### src/rtl/mips_pkg.sv
// mips_pkg: shared definitions for the MIPS 5-stage pipeline front end.
//   - Opcode constants for the control-flow instructions resolved in ID.
//   - PC source select encodings consumed by the fetch stage.
//   - BTB command encodings (WriteEntry) consumed by the fetch stage.
//   - NOP instruction word used for pipeline bubbles.
package mips_pkg;

    localparam logic [5:0] OP_BEQ = 6'h04;
    localparam logic [5:0] OP_BNE = 6'h05;
    localparam logic [5:0] OP_J   = 6'h02;
    localparam logic [5:0] OP_JAL = 6'h03;

    typedef enum logic [1:0] {
        PCSRC_SEQ = 2'b00,   // sequential / BTB-predicted fetch
        PCSRC_BR  = 2'b01,   // branch target
        PCSRC_JMP = 2'b10    // jump address
    } pc_src_e;

    typedef enum logic [2:0] {
        WE_NONE      = 3'b000,  // no BTB action
        WE_ALLOC     = 3'b001,  // allocate entry for a taken branch
        WE_UPDATE    = 3'b010,  // hit predicted not-taken, actually taken
        WE_REDIR     = 3'b100,  // resume at pc_id+4 (alias hit)
        WE_REDIR_UPD = 3'b110   // resume at pc_id+4 and update entry
    } write_entry_e;

    localparam logic [31:0] NOP = 32'h0000_0000;

endpackage

### src/rtl/branch_resolve.sv
// branch_resolve: combinational control-flow resolution for the ID stage.
// Ports:
//   opcode       in   instruction opcode field
//   rs_val       in   first register operand
//   rt_val       in   second register operand
//   find         in   instruction hit in the BTB at fetch
//   taken        in   BTB predicted taken at fetch
//   is_branch    out  beq or bne
//   is_jump      out  j or jal
//   actual_taken out  branch condition evaluated true
//   pc_src       out  fetch PC select
//   write_entry  out  BTB command
//   redirect     out  fetch went down the wrong path; flush IF/ID
module branch_resolve
    import mips_pkg::*;
(
    input  logic [5:0]   opcode,
    input  logic [31:0]  rs_val,
    input  logic [31:0]  rt_val,
    input  logic         find,
    input  logic         taken,
    output logic         is_branch,
    output logic         is_jump,
    output logic         actual_taken,
    output pc_src_e      pc_src,
    output write_entry_e write_entry,
    output logic         redirect
);

    always_comb begin
        is_branch    = (opcode == OP_BEQ) || (opcode == OP_BNE);
        is_jump      = (opcode == OP_J) || (opcode == OP_JAL);
        actual_taken = ((opcode == OP_BEQ) && (rs_val == rt_val)) ||
                       ((opcode == OP_BNE) && (rs_val != rt_val));
        pc_src       = PCSRC_SEQ;
        write_entry  = WE_NONE;
        redirect     = 1'b0;

        if (is_branch) begin
            if (!find) begin
                if (actual_taken) begin
                    pc_src      = PCSRC_BR;
                    write_entry = WE_ALLOC;
                    redirect    = 1'b1;
                end
            end else if (taken) begin
                // Fetch already followed the BTB target; only a not-taken
                // outcome needs fetch to fall back to pc_id+4.
                if (!actual_taken) begin
                    write_entry = WE_REDIR_UPD;
                    redirect    = 1'b1;
                end
            end else if (actual_taken) begin
                pc_src      = PCSRC_BR;
                write_entry = WE_UPDATE;
                redirect    = 1'b1;
            end
        end else if (is_jump) begin
            // Jumps are resolved here every time and never enter the BTB.
            pc_src   = PCSRC_JMP;
            redirect = 1'b1;
        end else if (find && taken) begin
            // A non-branch aliased onto a taken BTB entry: undo the bogus
            // redirect by resuming at the sequential address.
            write_entry = WE_REDIR;
            redirect    = 1'b1;
        end
    end

endmodule

### src/rtl/if_id_branch_stage.sv
// if_id_branch_stage: IF/ID pipeline register with ID-stage branch
// resolution, fetch redirect control, wrong-path flush and statistics.
// Ports:
//   clk, reset            clock, synchronous active-high reset
//   instr_in, pc_in,
//   pc_plus4_in           fetched instruction, its PC and PC+4
//   find_in_btb_in,
//   taken_in              BTB hit / prediction bits from fetch
//   stall                 hazard-unit hold of the IF/ID register
//   exc_flush             exception flush (overrides any redirect)
//   rs_val, rt_val        register operands for instr_id
//   instr_id, pc_id,
//   pc_plus4_id, valid_id registered ID-stage instruction state
//   pc_src, branch_target,
//   jmp_addr, write_entry fetch redirect controls
//   flush_if              redirect issued this cycle
//   branch_cnt,
//   mispred_cnt           saturating statistics counters
module if_id_branch_stage
    import mips_pkg::*;
#(
    parameter int CNT_W = 16
) (
    input  logic             clk,
    input  logic             reset,
    input  logic [31:0]      instr_in,
    input  logic [31:0]      pc_in,
    input  logic [31:0]      pc_plus4_in,
    input  logic             find_in_btb_in,
    input  logic             taken_in,
    input  logic             stall,
    input  logic             exc_flush,
    input  logic [31:0]      rs_val,
    input  logic [31:0]      rt_val,
    output logic [31:0]      instr_id,
    output logic [31:0]      pc_id,
    output logic [31:0]      pc_plus4_id,
    output logic             valid_id,
    output logic [1:0]       pc_src,
    output logic [31:0]      branch_target,
    output logic [31:0]      jmp_addr,
    output logic [2:0]       write_entry,
    output logic             flush_if,
    output logic [CNT_W-1:0] branch_cnt,
    output logic [CNT_W-1:0] mispred_cnt
);

    function automatic logic [CNT_W-1:0] sat_inc(input logic [CNT_W-1:0] v);
        return (&v) ? v : v + 1'b1;
    endfunction

    logic [31:0]      instr_q, instr_d;
    logic [31:0]      pc_q, pc_d;
    logic [31:0]      pc_plus4_q, pc_plus4_d;
    logic             find_q, find_d;
    logic             taken_q, taken_d;
    logic             valid_q, valid_d;
    logic [CNT_W-1:0] branch_cnt_q, branch_cnt_d;
    logic [CNT_W-1:0] mispred_cnt_q, mispred_cnt_d;

    logic         is_branch;
    logic         is_jump;
    logic         actual_taken;
    pc_src_e      res_pc_src;
    write_entry_e res_write_entry;
    logic         redirect;
    logic         act;
    logic         unused_actual_taken;

    branch_resolve u_resolve (
        .opcode       (instr_q[31:26]),
        .rs_val       (rs_val),
        .rt_val       (rt_val),
        .find         (find_q),
        .taken        (taken_q),
        .is_branch    (is_branch),
        .is_jump      (is_jump),
        .actual_taken (actual_taken),
        .pc_src       (res_pc_src),
        .write_entry  (res_write_entry),
        .redirect     (redirect)
    );

    // The branch outcome is already folded into the resolver's commands.
    assign unused_actual_taken = actual_taken;

    // Bubbles, stalls and exceptions suppress every fetch-side side effect.
    assign act = valid_q & ~stall & ~exc_flush;

    always_comb begin
        pc_src        = act ? res_pc_src      : PCSRC_SEQ;
        write_entry   = act ? res_write_entry : WE_NONE;
        flush_if      = act & redirect;
        branch_target = pc_plus4_q + {{14{instr_q[15]}}, instr_q[15:0], 2'b00};
        jmp_addr      = {pc_plus4_q[31:28], instr_q[25:0], 2'b00};
    end

    always_comb begin
        instr_d    = instr_in;
        pc_d       = pc_in;
        pc_plus4_d = pc_plus4_in;
        find_d     = find_in_btb_in;
        taken_d    = taken_in;
        valid_d    = 1'b1;
        if (exc_flush || flush_if) begin
            instr_d    = NOP;
            pc_d       = '0;
            pc_plus4_d = '0;
            find_d     = 1'b0;
            taken_d    = 1'b0;
            valid_d    = 1'b0;
        end else if (stall) begin
            instr_d    = instr_q;
            pc_d       = pc_q;
            pc_plus4_d = pc_plus4_q;
            find_d     = find_q;
            taken_d    = taken_q;
            valid_d    = valid_q;
        end

        branch_cnt_d  = branch_cnt_q;
        mispred_cnt_d = mispred_cnt_q;
        if (act && is_branch) begin
            branch_cnt_d = sat_inc(branch_cnt_q);
        end
        // Every branch or alias redirect is a fetch-path mistake; jumps
        // redirect by design and are not counted.
        if (flush_if && !is_jump) begin
            mispred_cnt_d = sat_inc(mispred_cnt_q);
        end
    end

    always_ff @(posedge clk) begin
        if (reset) begin
            instr_q       <= NOP;
            pc_q          <= '0;
            pc_plus4_q    <= '0;
            find_q        <= 1'b0;
            taken_q       <= 1'b0;
            valid_q       <= 1'b0;
            branch_cnt_q  <= '0;
            mispred_cnt_q <= '0;
        end else begin
            instr_q       <= instr_d;
            pc_q          <= pc_d;
            pc_plus4_q    <= pc_plus4_d;
            find_q        <= find_d;
            taken_q       <= taken_d;
            valid_q       <= valid_d;
            branch_cnt_q  <= branch_cnt_d;
            mispred_cnt_q <= mispred_cnt_d;
        end
    end

    assign instr_id    = instr_q;
    assign pc_id       = pc_q;
    assign pc_plus4_id = pc_plus4_q;
    assign valid_id    = valid_q;
    assign branch_cnt  = branch_cnt_q;
    assign mispred_cnt = mispred_cnt_q;

endmodule

### config.mk
export PLATFORM = sky130hd
export DESIGN_NAME = if_id_branch_stage
export DESIGN_NICKNAME = d
export VERILOG_FILES = /design/src/rtl/mips_pkg.sv /design/src/rtl/branch_resolve.sv /design/src/rtl/if_id_branch_stage.sv
export SDC_FILE = /design/constraint.sdc
export NUM_CORES = 1
export LEC_CHECK = 0
export CORE_MARGIN = 2
export CORE_UTILIZATION = 37
export DETAILED_ROUTE_END_ITERATION = 7
export PLACE_DENSITY = 0.78
export SLEW_MARGIN = 20
export SYNTH_ARGS = -nofsm -noshare
export SYNTH_HDL_FRONTEND = slang
export SYNTH_SLANG_ARGS = --single-unit
### constraint.sdc
create_clock -name clk -period 3.5 [get_ports clk]
set_input_delay 0.7 -clock clk [delete_from_list [all_inputs] [get_ports clk]]
set_output_delay 0.7 -clock clk [all_outputs]
set_load 0.1 [all_outputs]
==> run summary, run 1 <==
Status: finished with violations
Violated checks: negative setup slack
Achievable Freq: 0.2501 GHz
Clock Tree Buf Depth: 2
Crit share post-route: 1.143
Worst Slack Setup Final: -499.1 ps
Yosys warns: 0
EDFF count, synth: 0
Clock Pin Slew Worst Setup and Hold Paths: 60 ps
Area share of the largest cell type after synthesis: 0.3675
Leakage: 5.601 nW
CTS tree: yes
# fillers: 1,394
Fin area: 13,170 um^2
Layout area overhead: 84.50%
Hpwl dp: 18,380 um
Post-Route Hold Slack: 459.0 ps
Final nets: 1,395
Largest net degree at the start of global routing: 100
Worst Tran Pin Value: 1008 ps
Via density: 5.042
Max-cap violations: 0
Root Buffer: clkbuf_16
Primary FF master, synth: dfxtp_1
Worst Path Required: 2800 ps
Met2 wire len: 13,870 um
Hold Path Class: flip-flop to flip-flop
FF+latch count, synth: 131
Pre-Repair DR Iteration Count: 5
Row count: 50
Layout cell share with drive strength beyond 1: 0.3278
Dpl cell area: 11,970 um^2
GRT Resource Usage Total: 0.2449
Clock buffer count from CTS: 17
Gate count of the mapped netlist: 798
Post-synthesis instance area: 7136 um^2
WS Path Type: flip-flop to output port
Slew Limit Headroom: 0.3257
Post-layout min period: 3999 ps
DRT iter0 DRCs: 319
Vias in the first global route: 7,383
CTS H-Tree Depth: 4
Clk sinks: 131
Worst Skew: 8.997 ps
RSZ-0062 raised after global routing: yes
Reg area: 2735 um^2
Syn_area_per_cell: 8.942 um^2
Asr flop ratio synth: 0
WL met1: 9657 um
Power Density: 362.2 nW/um^2
Routability cong.: 0.8525
Sequential fraction of the synthesis area: 0.3675
Crit path DAT: 3300 ps
CORE AREA: 18,830 um^2
Synth cell types: 58
CP Launch Type: flip-flop
Num ports: 365
Total power draw: 4.769 mW
Critical Path Sink Type: output port
WL/cell: 17.50 um
Residual overflow from global routing: 0
Die Width: 142.9 um
Top routing layer used: met4
Hold-fix buffers, CTS: 0
Multi-input logic area: 5011 um^2
Die ar.: 20,410 um^2
Initial Utilization: 0.3789
Initial antenna violation count: 1
Slew Viols, Final: 0
Post-DRT Antenna Nets: 0
Die Span Y: 142.9 um
Residual DRC count: 0
Routed WL: 25,700 um
Vias post-DR: 7,406
Dpl ws: -728.3 ps
Crit Path Max Fanout: 5
I/O Buffers: 362
Met3 wire len: 1422 um
Post-synth top area cell: dfxtp_1
Final setup fails: 21
First-pass GRT wire length: 39,000 um
Final hold violations: 0
Synth top area cells: dfxtp_1 37%, mux2i_1 14%, nor2_1 7.2%
Maximum vdd ir drop: 0.0003160 V
Clk_lat worst skew: 420 ps
routing by layer:
layer | up-vias | track usage
met2 | 294 | 0.4585
li1 | 3542 | -
met3 | 54 | 0.05567
met1 | 3516 | 0.2697
met4 | 0 | 0.08755
met5 | - | 0
layout by cell type, fill, tap and decap left out, types with 22 or more instances in the layout:
cell	count
buf_4	111
a21oi_1	22
dfxtp_4	26
mux2i_1	100
clkdlybuf4s50_1	220
xor2_1	31
buf_12	36
dfxtp_1	93
nand2_1	27
nor2_1	131
per-stage QoR:
stage,util,instances,setup TNS [ps]
after floorplan,-,799,-1429
after global placement,0.6354,1410,-64380
after detailed placement,0.6354,1410,-72380
after CTS,0.6884,1462,-4253
after global routing,0.6991,1469,-7731
final,0.6991,1469,-5449
sequential cells by signal, indices dropped and copies added (netlist names):
name and flops:
instr_id 32, pc_id 32, pc_plus4_id 32, branch_cnt 16, mispred_cnt 16, find_q 1, taken_q 1, valid_id 1
logic make-up after synthesis:
family	synth area share
AOI/OAI and AO/OA	0.09820
xor gates and xnor gates	0.08715
adders and majority gates	0.06067
buffers and inverters	0.06768
DFF	0.3675
muxes	0.1448
other	0.0005255
and+or+nand+nor	0.1734
report_power, final:
part / leakage, nW / internal [mW] / switching [mW]
Sequential: 1.09 / 1.52 / 0.0347
Combinational: 4.20 / 0.475 / 0.830
Clock: 0.310 / 1.18 / 0.736
area by class of cell:
type / instances / area share
well taps: 260 / 0.02471
diodes: 1 / 0.0001901
multi-input cells: 583 / 0.3806
inverters: 14 / 0.004182
flip-flops and latches: 131 / 0.2078
clock buffers: 19 / 0.03450
clock inverters: 13 / 0.01293
repair buffers: 448 / 0.3351
Yosys cell counts (3+ instances only):
library cell / n
a211oi_1: 3
a21o_1: 11
a21oi_1: 43
a31oi_1: 3
and2_1: 6
and3_1: 11
buf_2: 11
buf_4: 34
buf_6: 3
clkbuf_1: 23
dfxtp_1: 131
ha_1: 33
inv_1: 14
mux2i_1: 101
nand2_1: 28
nand2b_1: 3
nand3_1: 17
nand4_1: 8
nor2_1: 136
nor2b_1: 4
nor3_1: 11
nor4_1: 13
o21ai_0: 17
o31ai_1: 7
or3_1: 10
or4_1: 7
xnor2_1: 28
xor2_1: 43
final timing paths:
kind	startpoint	end	slack, ps	depth (start not counted)
hold / removal	valid_id	valid_id	460	2
hold reg to reg	valid_id	valid_id	460	2
setup reg to reg	instr_id[31]	mispred_cnt[9]	700	12
setup / recovery	instr_id[15]	branch_target[30]	-500	11
worst max-delay path: stages (launching register included):
cell and delay [ps]:
dfxtp_4 370, buf_6 120, ha_1 320, or3_1 390
a31oi_1 180, nor2_1 120, a211oi_4 340, a2111oi_4 120
or3_4 360, a21oi_4 220, xnor2_4 150, buf_12 190
timing repair:
action                     4_1_cts  5_1_grt
resized for setup              223       77
setup buffers                   26       14
pin swaps                       84       58
cloned                           1        0
setup endpoints to repair      135       40
Note: power is estimated with default switching activity, not from simulation.
==> run 2: changes to the inputs <==
--- a/config.mk
+++ b/config.mk
@@ -5,6 +5,7 @@
 export SDC_FILE = /design/constraint.sdc
 export NUM_CORES = 1
 export LEC_CHECK = 0
+export CORE_ASPECT_RATIO = 1.5
 export CORE_MARGIN = 2
 export CORE_UTILIZATION = 37
 export DETAILED_ROUTE_END_ITERATION = 7
==> run summary, run 2 (synthesis gave the netlist of run 1 again) <==
Root Buffer: clkbuf_16
Worst Skew: 10.43 ps (+1.430 ps)
RSZ-0062 raised after global routing: yes
Grt met3 use: 0.06037 (+0.004700)
Worst path cell trace: ha_4, and3_4, a311o_1, a211o_1, a211oi_4, a2111oi_4, or3_4, a21oi_4, xnor2_4, buf_12
Clk_lat worst skew: 430 ps (about the same)
Met1 GRT Util: 0.2308 (-0.03884)
DRT iter0 DRCs: 393 (+23%)
Crit share post-route: 1.115 (-0.02725)
Violated checks: negative setup slack
Initial antenna violation count: 1 (unchanged)
Dpl ws: -814.8 ps (-86.57 ps)
Largest net degree at the start of global routing: 60 (-40%)
Post-layout min period: 3904 ps (-95.37 ps)
# fillers: 1,358 (-2.6%)
Crit path from: instr_id[15]
Worst Tran Pin Value: 1030 ps (+21.44 ps)
Max-cap violations: 0 (unchanged)
Crit path DAT: 3200 ps (-100 ps)
Worst path slowest cell: dfxtp_4
Vias post-DR: 7,582 (+2.4%)
Vias in the first global route: 7,588 (+2.8%)
Maximum vdd ir drop: 0.0002802 V (-11%)
Final setup fails: 20 (-4.8%)
Via density: 5.154 (+2.2%)
Clk sinks: 131 (unchanged)
Clock buffer count from CTS: 17 (unchanged)
GRT Max-Usage Layer: met2
Clock Tree Buf Depth: 2 (unchanged)
CTS tree: yes
I/O Buffers: 362 (unchanged)
Die Width: 117.4 um (-18%)
Slew Viols, Final: 0 (unchanged)
Final hold violations: 0 (unchanged)
Power Density: 364.6 nW/um^2 (+0.66%)
WS Path Type: flip-flop to output port
M2 GR Usage: 0.4781 (+0.01957)
Worst Slack Setup Final: -403.8 ps (+95.37 ps)
Die ar.: 20,440 um^2 (+0.12%)
Clock Pin Slew Worst Setup and Hold Paths: 60 ps (about the same)
CP Launch Type: flip-flop
Post-DRT Antenna Nets: 0 (unchanged)
Hold Path Class: flip-flop to flip-flop
Die Span Y: 174.1 um (+22%)
Layout cell share with drive strength beyond 1: 0.3344 (+0.006617)
Slew Limit Headroom: 0.3113 (-0.01434)
Residual overflow from global routing: 0 (unchanged)
Final nets: 1,401 (+0.43%)
Total power draw: 4.904 mW (+2.8%)
Most frequent cells in the layout: 212 x clkdlybuf4s50_1, 124 x nor2_1, 117 x buf_4
CTS H-Tree Depth: 4 (unchanged)
Num ports: 365 (unchanged)
Initial Utilization: 0.3754 (-0.003493)
Layout area overhead: 88.50%
Crit Path Max Fanout: 7 (+2)
Hold-fix buffers, CTS: 0 (unchanged)
Leakage: 5.688 nW (+1.6%)
Dpl cell area: 11,900 um^2 (-0.56%)
Routability cong.: 0.8618 (+1.1%)
Row count: 62 (+24%)
Critical Path Sink Type: output port
Hold Startpoint: valid_id
Residual DRC count: 0 (unchanged)
CP max stage delay: 440 ps (+50 ps)
Fin area: 13,450 um^2 (+2.2%)
WL/cell: 18.66 um (+6.7%)
Most common cell after layout, fill and taps aside: clkdlybuf4s50_1
Routed WL: 27,450 um (+6.8%)
GRT Resource Usage Total: 0.2425 (-0.002404)
Achievable Freq: 0.2562 GHz (+2.4%)
Pre-Repair DR Iteration Count: 7 (+2)
CORE AREA: 19,010 um^2 (+0.93%)
Worst Path Required: 2800 ps (about the same)
Status: finished with violations
First-pass GRT wire length: 39,340 um (+0.87%)
Hpwl dp: 18,740 um (+2.0%)
Worst r2r src: instr_id[31]
## run 2: report_power, final
part | internal [mW] | switching (mW) | total [mW] | leakage, nW
combinational | 0.491 | 0.850 | 1.34 | 4.27
clock | 1.26 | 0.748 | 2.01 | 0.326
sequential | 1.52 | 0.0373 | 1.55 | 1.09
total | 3.27 | 1.64 | 4.90 | 5.69
## run 2: area by class of cell
| cell class | instances | area [um^2] | share of cell area |
|---|---|---|---|
| multi-input combinational | 584 | 5120 | 0.3807 |
| timing repair buffer | 453 | 4557 | 0.3388 |
| sequential | 131 | 2735 | 0.2033 |
| clock buffer | 21 | 503.0 | 0.03740 |
| tap | 256 | 320.3 | 0.02381 |
| clock inverter | 11 | 157.7 | 0.01172 |
| inverter | 14 | 55.05 | 0.004093 |
| antenna | 1 | 2.502 | 0.0001860 |
## run 2: layer usage
layer	routed length, um	share of wire	vias up
met5	0	0	-
li1	-	-	3560
met3	1449	0.053	64
met1	9501	0.35	3655
met4	921	0.034	0
met2	15580	0.57	303
## run 2: through the flow
step / utilization / hold WS [ps] / std cells / TNS (ps)
floorplan: - / 516.3 / 799 / -1429
global placement: 0.6260 / 451.0 / 1407 / -74190
detailed placement: 0.6260 / 458.7 / 1407 / -77760
CTS: 0.6795 / 468.7 / 1455 / -4006
global route: 0.7077 / 499.4 / 1471 / -6397
finish: 0.7077 / 464.3 / 1471 / -4294
## run 2: worst paths after layout
kind                            cells past startpoint           endpoint  slack [ps]
worst max-delay path                               10  branch_target[30]        -400
worst min-delay path                                2           valid_id         460
worst max register to register                     12       instr_id[19]         680
worst min register to register                      2           valid_id         460
## run 2: timing repair
action,in CTS,in global routing
buffers inserted,18,16
endpoints found under the setup margin,137,112
gates cloned,0,10
endpoints found under the hold margin,0,0
pin swaps,79,48
resized for setup,226,73
## run 2: critical path, delay by kind of cell (launching register included)
family / cells / cell delay [ps]
xor gates and xnor gates: 1 / 150
DFF: 1 / 440
AOI/OAI and AO/OA: 5 / 1230
and+or+nand+nor: 2 / 510
buffers and inverters: 1 / 190
adders and majority gates: 1 / 240
